<file path="src/rtl/cbus_arbiter_n.sv">
// Burst-holding N-way arbiter for the cache bus: merges NUM_CH masters onto one
// downstream port, fixed-priority or round-robin, releasing on last or beat count.
package cbus_pkg;

  // Burst length encodes beats minus one.
  localparam logic [7:0] MLEN1  = 8'd0;
  localparam logic [7:0] MLEN2  = 8'd1;
  localparam logic [7:0] MLEN4  = 8'd3;
  localparam logic [7:0] MLEN8  = 8'd7;
  localparam logic [7:0] MLEN16 = 8'd15;

  typedef struct packed {
    logic        valid;
    logic        is_write;
    logic [31:0] addr;
    logic [2:0]  size;
    logic [7:0]  len;
    logic [31:0] wdata;
    logic [3:0]  wstrb;
  } cbus_req_t;

  typedef struct packed {
    logic        ready;
    logic        last;
    logic [31:0] rdata;
  } cbus_resp_t;

endpackage

module cbus_arbiter_n
  import cbus_pkg::*;
#(
  parameter int unsigned NUM_CH  = 2,
  parameter int unsigned RR_MODE = 1,
  parameter int unsigned IDW     = $clog2(NUM_CH)
) (
  input  logic           clk,
  input  logic           resetn,
  input  cbus_req_t      ireqs  [NUM_CH],
  output cbus_resp_t     iresps [NUM_CH],
  output cbus_req_t      oreq,
  input  cbus_resp_t     oresp,
  output logic           busy,
  output logic [IDW-1:0] grant_id
);

  typedef enum logic [0:0] {
    S_IDLE = 1'b0,
    S_BUSY = 1'b1
  } state_e;

  state_e         state_q;
  logic [IDW-1:0] sel_q;
  logic [IDW-1:0] rr_ptr_q;
  logic [IDW-1:0] grant_id_q;
  logic [7:0]     beat_cnt_q;
  logic [7:0]     len_lat_q;
  logic           busy_q;

  logic           any_valid;
  logic [IDW-1:0] sel_d;
  logic [IDW-1:0] rr_ptr_d;
  logic           release_beat;

  // Search begins at rr_ptr (RR) or 0 (fixed); wrap is an explicit compare so
  // non-power-of-two channel counts stay in range.
  always_comb begin
    int unsigned start;
    int unsigned idx;
    any_valid = 1'b0;
    sel_d     = '0;
    start     = (RR_MODE != 0) ? 32'(rr_ptr_q) : 32'd0;
    idx       = 0;
    for (int unsigned k = 0; k < NUM_CH; k++) begin
      idx = start + k;
      if (idx >= NUM_CH) idx = idx - NUM_CH;
      if (!any_valid && ireqs[IDW'(idx)].valid) begin
        any_valid = 1'b1;
        sel_d     = IDW'(idx);
      end
    end
  end

  assign rr_ptr_d = (32'(sel_q) == NUM_CH - 1) ? '0 : sel_q + 1'b1;

  // Beat count guards against a downstream that never flags last.
  assign release_beat = (state_q == S_BUSY) && oresp.ready &&
                        (oresp.last || (beat_cnt_q == len_lat_q));

  always_ff @(posedge clk or negedge resetn) begin
    if (!resetn) begin
      state_q    <= S_IDLE;
      sel_q      <= '0;
      rr_ptr_q   <= '0;
      grant_id_q <= '0;
      beat_cnt_q <= '0;
      len_lat_q  <= '0;
      busy_q     <= 1'b0;
    end else begin
      case (state_q)
        S_IDLE: begin
          if (any_valid) begin
            state_q    <= S_BUSY;
            sel_q      <= sel_d;
            len_lat_q  <= ireqs[sel_d].len;
            beat_cnt_q <= '0;
            busy_q     <= 1'b1;
            grant_id_q <= sel_d;
          end
        end
        S_BUSY: begin
          if (oresp.ready) beat_cnt_q <= beat_cnt_q + 8'd1;
          if (release_beat) begin
            state_q    <= S_IDLE;
            busy_q     <= 1'b0;
            grant_id_q <= '0;
            if (RR_MODE != 0) rr_ptr_q <= rr_ptr_d;
          end
        end
        default: begin
          state_q <= S_IDLE;
          busy_q  <= 1'b0;
        end
      endcase
    end
  end

  always_comb begin
    oreq = '0;
    for (int unsigned k = 0; k < NUM_CH; k++) iresps[k] = '0;
    if (busy_q) begin
      oreq          = ireqs[sel_q];
      iresps[sel_q] = oresp;
    end
  end

  assign busy     = busy_q;
  assign grant_id = grant_id_q;

  sel_in_range: assert property (@(posedge clk) disable iff (!resetn)
    busy_q |-> (32'(sel_q) < NUM_CH));

endmodule

</file>
<file path="config.mk">
export PLATFORM = sky130hd
export DESIGN_NAME = cbus_arbiter_n
export DESIGN_NICKNAME = d
export VERILOG_FILES = /design/src/rtl/cbus_arbiter_n.sv
export SDC_FILE = /design/constraint.sdc
export NUM_CORES = 1
export LEC_CHECK = 0
export BUFFER_PORTS_ARGS = -buffer_cell sky130_fd_sc_hd__clkbuf_2
export CAP_MARGIN = 5
export CORE_AREA = 2 2 134 136
export CTS_CLUSTER_DIAMETER = 50
export CTS_CLUSTER_SIZE = 40
export DETAILED_ROUTE_END_ITERATION = 8
export DIE_AREA = 0 0 136 138
export PLACE_DENSITY = 0.54
export RECOVER_POWER = 100
export SLEW_MARGIN = 40
export SYNTH_ARGS = -nofsm -noshare
export SYNTH_HDL_FRONTEND = slang
export SYNTH_SLANG_ARGS = --single-unit
</file>
<file path="constraint.sdc">
create_clock -name clk -period 1.3 [get_ports clk]
set_input_delay 0.13 -clock clk [delete_from_list [all_inputs] [get_ports clk]]
set_output_delay 0.13 -clock clk [all_outputs]
set_load 0.005 [all_outputs]
</file>
==> results of run 1 <==
area by class of cell:
class	count	area, um^2
clock buffers	3	75.07
clock inverters	1	5.005
fillers	1881	11910
inverters	2	7.507
multi-input cells	309	2297
flip-flops and latches	21	530.5
well taps	229	286.5
repair buffers	404	2421
repair_timing:
item,in CTS,in global routing
buffers inserted,7,6
endpoints found under the hold margin,21,0
hold buffers,1,0
endpoints found under the setup margin,154,165
cloned,2,5
pin swaps,2,6
resized for setup,14,93
registers in the layout, indices dropped and copies added (netlist names):
| name | count |
|---|---|
| state_q | 1 |
| sel_q | 1 |
| rr_ptr_q | 1 |
| grant_id | 1 |
| busy | 1 |
| len_lat_q | 8 |
| beat_cnt_q | 8 |
cells by family after synthesis:
kind of cell / Yosys count / share of synthesized area
AO/OA/AOI/OAI: 23 / 0.04762
XOR/XNOR: 8 / 0.02381
adder cells (fa/ha/maj): 1 / 0.004251
buffers and inverters: 34 / 0.05400
flip-flops: 21 / 0.1786
multiplexers: 92 / 0.3129
AND/OR/NAND/NOR: 185 / 0.3788
worst max path at each step:
| stage | start | endpoint | slack, ns | cells past startpoint |
|---|---|---|---|---|
| finish | sel_q$_DFFE_PN0P_ | oreq[64] | -0.35 | 5 |
| global route | sel_q$_DFFE_PN0P_ | oreq[73] | -0.40 | 5 |
| CTS | sel_q$_DFFE_PN0P_ | oreq[64] | -0.36 | 5 |
| detailed placement | sel_q$_DFFE_PN0P_ | oreq[64] | -0.11 | 5 |
| global placement | sel_q$_DFFE_PN0P_ | oreq[64] | -0.10 | 5 |
| floorplan | beat_cnt_q[3]$_DFFE_PN0P_ | rr_ptr_q$_DFFE_PN0P_ | -0.008 | 5 |
cell usage in the layout (no fill, tap or decap), types with 3 or more instances in the layout:
master,instances
o21ai_0,12
nor2_1,3
buf_6,15
and2_1,34
nor2b_1,80
dfrtp_1,19
and3_1,33
nand2_1,21
nand3_1,3
clkbuf_2,276
o21ai_1,3
buf_12,11
mux2i_1,90
clkbuf_16,6
buf_4,22
buf_2,73
xor2_1,7
nand4_1,3
critical path: cells and delay by family, from the launching register on:
family,cells,cell delay (ns)
buffers and inverters,3,0.45
DFF,1,0.53
muxes,1,0.20
and+or+nand+nor,1,0.07
where the power goes:
part	internal, W	switching [W]	total [W]
logic	0.00456	0.00359	0.00815
registers	0.000901	0.000220	0.00112
clock network	0.000413	0.000235	0.000648
per-stage QoR:
step | hold slack [ns] | util | total power [W]
final | 0.1851 | 0.3207 | 0.009919
after global routing | 0.2172 | 0.3207 | 0.01073
after CTS | 0.1841 | 0.3122 | 0.009623
after detailed placement | 0.1318 | 0.2987 | 0.008441
after global placement | 0.1280 | 0.2987 | 0.008476
after floorplan | -0.1656 | - | 0.005004
routing by layer:
| layer | vias to the layer above | GRT usage |
|---|---|---|
| met3 | 14 | 0.01430 |
| met2 | 228 | 0.2415 |
| met4 | 0 | 0.02577 |
| met1 | 1699 | 0.1621 |
| met5 | - | 0 |
| li1 | 1986 | - |
==> impl_metrics.toml, run 1 <==
[die]
die-height_um = 138
rows = 49
fp.dieW_um = 136
ios = 349
initial_core_util = 0.1678
die-area_um2 = 18770
core_um2 = 17530

[sta]
setup_viol = 152
max_slew.worst_pin.slew_ns = 0.5194
slew_violations = 0
final.min_clock_period_ns = 1.650
fmax_mhz = 606.0
hold_violations = 0
finClkSkew_ns = 0.002765
rsz0062_at_grt = "true"
period_share = 1.269
worst_slack_ns = -0.3501
setup_tns_ns = -35.25
maxSlewHeadroom = 0.6537

[clock_network]
htreeDepth = 1
cts_made_buffers = 3
ctsRootBufferMaster = "clkbuf_16"
cts_tree = "built"
path_clk_slew_ns = 0.06
insertion_delay_ns = 0.25
clock_sinks = 21
clockBufferDepth = 2

[place]
hpwlAfterDp_um = 11320
dp_slack_ns = -0.1052
dpl_cell_area_um2 = 5238
placed_cells = 946
portBuffers = 348
place_congestion = 0.7911

[min_path]
min_to = "len_lat_q[7]$_DFFE_PN0P_"
hold_depth = 3
holdCritPathClass = "input pin to flip-flop"
min-delay-start = "ireqs[43]"

[worst_setup_path]
reg2reg_setup_slack_ns = -0.08
reg2reg_depth = 5
required_ns = 1.17
r2r-end = "rr_ptr_q$_DFFE_PN0P_"
cp_max_fo = 12
r2r_start = "len_lat_q[3]$_DFFE_PN0P_"
slowest_stage = "dfrtp_4"
cp-start-kind = "flip-flop"
cp-end-kind = "primary output"
path_cells = "buf_12 > buf_12 > mux2i_2 > nor2b_1 > buf_2"
crit_arrival_ns = 1.52
criticalPathCategory = "flip-flop to primary output"
cpPeakStageDelay_ns = 0.53
crit_top_cell = "buf_12"

[routing]
routed-wl-met2_um = 6923
drt_iter0_markers = 118
m1WireLength_um = 5701
drt_wl_total_um = 13920
antenna_left = 0
routedWlPerCell_um = 14.37
via_per_inst = 4.053
drt_pass1_iterations = 4
routed.top_layer = "met4"
wl_met3_um = 1118
vias = 3927
drc = 0

[logic_synthesis]
avgSynthCellArea_um2 = 8.085
netlist_instances = 364
synth_edf_count = 0
synth_seq_cells = 21
ys_types = 28
async_flop_share = 1.000
syn-cell-area_um2 = 2943
syn-num-nets = 563
synth_top_area_frac = 0.3129
synth_ff_type = "dfrtp_1"
yosysSeqAreaShare = 0.1786
netlist_top_cells_area = "mux2i_1, dfrtp_1, nor2b_1"
synth_most_common_cell = "mux2i_1"
yosysTopAreaCell = "mux2i_1"
yosysWarnings = 0
synthTopCellsByCount = "mux2i_1, nor2b_1, and3_1, and2_1"

[power]
vdd_drop_max_mv = 0.7553
p_leak_nw = 3.242
p_per_area_nw_per_um2 = 1764

[global_routing]
grt_max_degree = 40
antenna_found_initial = 0
grtUsageTotal = 0.1307
overflow = 0
grt_pass1_vias = 3716
grt_pass1_wl_um = 19780

[run_status]
violations = "setup timing"
status = "finished, violations left"

[cells_and_area]
areaGrowthSynthToFinish_pct = 91.07
fin_area_um2 = 5623
fin_cells = 969
n_antenna_cell = 0
drive_gt1_frac = 0.5716
final_nets = 940

[flow_run]
maxCapViolations = 0
Note: power is estimated with default switching activity, not from simulation.
==> inputs of run 2 (changes only) <==
--- a/config.mk
+++ b/config.mk
@@ -7,12 +7,12 @@
 export LEC_CHECK = 0
 export BUFFER_PORTS_ARGS = -buffer_cell sky130_fd_sc_hd__clkbuf_2
 export CAP_MARGIN = 5
-export CORE_AREA = 2 2 134 136
+export CORE_AREA = 2 2 136 138
 export CTS_CLUSTER_DIAMETER = 50
 export CTS_CLUSTER_SIZE = 40
 export DETAILED_ROUTE_END_ITERATION = 8
-export DIE_AREA = 0 0 136 138
-export PLACE_DENSITY = 0.54
+export DIE_AREA = 0 0 138 140
+export PLACE_DENSITY = 0.51
 export RECOVER_POWER = 100
 export SLEW_MARGIN = 40
 export SYNTH_ARGS = -nofsm -noshare
==> constraint.sdc (replaced) <==
create_clock -name clk -period 1.61 [get_ports clk]
set_input_delay 0.161 -clock clk [delete_from_list [all_inputs] [get_ports clk]]
set_output_delay 0.161 -clock clk [all_outputs]
set_load 0.005 [all_outputs]
==> run 2 against run 1 <==
  * The flow still finishes with violations (setup timing)
  * Setup slack improved by 0.28 ns
  * Clock skew is 0.0013 ns higher
  * Count of clock-buffer cells in the layout up 1
  * Flip-flop and latch count is the same
  * Global-route usage down 0.43 points
  * Cell area down 3.5%
  * Final cell count down 1.7%
  * Highest routed layer unchanged
==> impl_metrics.toml, run 2 (synthesized netlist as in run 1, its figures left out) <==
[run_status]
status = "finished, violations left"
violations = "setup timing"

[place]
place_congestion = 0.7436
placed_cells = 926
portBuffers = 348
hpwlAfterDp_um = 11500

[clock_network]
clockBufferDepth = 2
htreeDepth = 1
path_clk_slew_ns = 0.06
cts_tree = "built"
insertion_delay_ns = 0.26
ctsRootBufferMaster = "clkbuf_16"
clock_sinks = 21
cts_made_buffers = 3

[die]
initial_core_util = 0.1655
fp.dieW_um = 138
die-height_um = 140
rows = 49
die-area_um2 = 19320
core_um2 = 17780
ios = 349

[power]
vdd_drop_max_mv = 0.5709
seq_power_share = 0.116
p_per_area_nw_per_um2 = 1434
p_switching_w = 0.003262
p_comb_frac = 0.815
total_power_w = 0.007776
clock_power_share = 0.068
p_leak_nw = 3.146
p_sw_frac = 0.4195
internal_power_w = 0.004514

[cells_and_area]
layout_common_cells = "clkbuf_2, mux2i_1, nor2b_1"
areaGrowthSynthToFinish_pct = 84.31
reg.largest.list = "beat_cnt_q x8, len_lat_q x8"
drive_gt1_frac = 0.5470
n_antenna_cell = 0
final_common_cell = "clkbuf_2"
final_nets = 924
fin_cells = 953

[sta]
worst_slack_ns = -0.06936
slew_violations = 0
hold_violations = 0
maxSlewHeadroom = 0.5545
period_share = 1.043
setup_viol = 44
rsz0062_at_grt = "true"
fmax_mhz = 595.5
finClkSkew_ns = 0.004108
setup_tns_ns = -0.8474
final.min_clock_period_ns = 1.679
max_slew.worst_pin.slew_ns = 0.6668

[routing]
routedWlPerCell_um = 15.33
drt_pass1_iterations = 4
drt_iter0_markers = 92
via_per_inst = 4.083
drt_wl_total_um = 14610
drc = 0
antenna_left = 0
vias = 3891

[worst_setup_path]
cp_max_fo = 6
required_ns = 1.45
slowest_stage = "dfrtp_4"
cp-start-kind = "flip-flop"
cpPeakStageDelay_ns = 0.53
criticalPathCategory = "flip-flop to primary output"
cp-end-kind = "primary output"
path_buf_inv = 3
crit_arrival_ns = 1.52
path_delay_family = "flip-flops"
path_cells = "buf_12 > buf_16 > mux2i_1 > nor2b_1 > buf_2"

[min_path]
holdCritPathClass = "input pin to flip-flop"

[global_routing]
grt_pass1_vias = 3731
antenna_found_initial = 1
grt_max_degree = 71
overflow = 0
grtUsageTotal = 0.1264
grt_pass1_wl_um = 20070

[flow_run]
maxCapViolations = 0
run 2: cell count changes in the layout (fill, tap and decap cells not counted), moves of 3 or more:
cell      delta
buf_6       -13
buf_2        -9
clkbuf_2     +9
buf_12       -3
buf_4        -3
run 2: path summary, 6_finish.rpt:
kind / endpoint / cells after the start / start / slack [ns]
max in group asynchronous: sel_q$_DFFE_PN0P_ / 2 / resetn / 0.78
hold / removal: len_lat_q[2]$_DFFE_PN0P_ / 3 / ireqs[119] / 0.21
hold reg to reg: beat_cnt_q[7]$_DFFE_PN0P_ / 1 / beat_cnt_q[7]$_DFFE_PN0P_ / 0.50
min in group asynchronous: beat_cnt_q[4]$_DFFE_PN0P_ / 2 / resetn / 0.42
setup reg to reg: rr_ptr_q$_DFFE_PN0P_ / 5 / len_lat_q[7]$_DFFE_PN0P_ / 0.16
setup / recovery: oreq[62] / 5 / sel_q$_DFFE_PN0P_ / -0.07
run 2: metal layers:
layer / global-route usage / vias up / share of wire
met5: 0 / - / 0
met3: 0.02359 / 7 / 0.069
met2: 0.2342 / 220 / 0.51
met4: 0.01450 / 0 / 0.0045
met1: 0.1568 / 1708 / 0.41
li1: - / 1956 / -
run 2: worst register-to-register path: cells and delay by family, from the launching register on:
kind | cells | cell delay (ns)
AND/OR/NAND/NOR | 1 | 0.38
XOR/XNOR | 1 | 0.16
flip-flops | 1 | 0.39
AO/OA/AOI/OAI | 3 | 0.40
run 2: layout make-up:
cell class	count	area, um^2
fillers	1953	12360
flip-flops and latches	21	530.5
repair buffers	388	2257
inverters	2	7.507
well taps	229	286.5
clock buffers	4	78.83
multi-input cells	309	2263
run 2: through the flow:
stage               hold WS [ns]  instance area (um^2)  worst slack [ns]    util
floorplan                -0.1346                  2943            0.2705       -
global placement          0.1637                  5030            0.1529  0.2829
detailed placement        0.1667                  5030            0.1509  0.2829
CTS                       0.2181                  5130          -0.08949  0.2885
global route              0.2436                  5424           -0.1184  0.3051
finish                    0.2142                  5424          -0.06936  0.3051
run 2: what timing repair did:
item | 4_1_cts | 5_1_grt
resized for setup | 2 | 69
hold buffers | 1 | 0
setup endpoints to repair | 25 | 121
cloned | 0 | 8
endpoints found under the hold margin | 21 | 0
pin swaps | 0 | 0
setup buffers | 0 | 14
run 2: power by group through the flow:
stage          combinational, W  clock, W  sequential, W
2_1_floorplan           0.00319         0       0.000844
3_3_place_gp            0.00559         0       0.000898
3_5_place_dp            0.00555         0       0.000905
4_1_cts                 0.00560  0.000540       0.000900
5_1_grt                 0.00693  0.000568       0.000931
6_report                0.00634  0.000533       0.000902
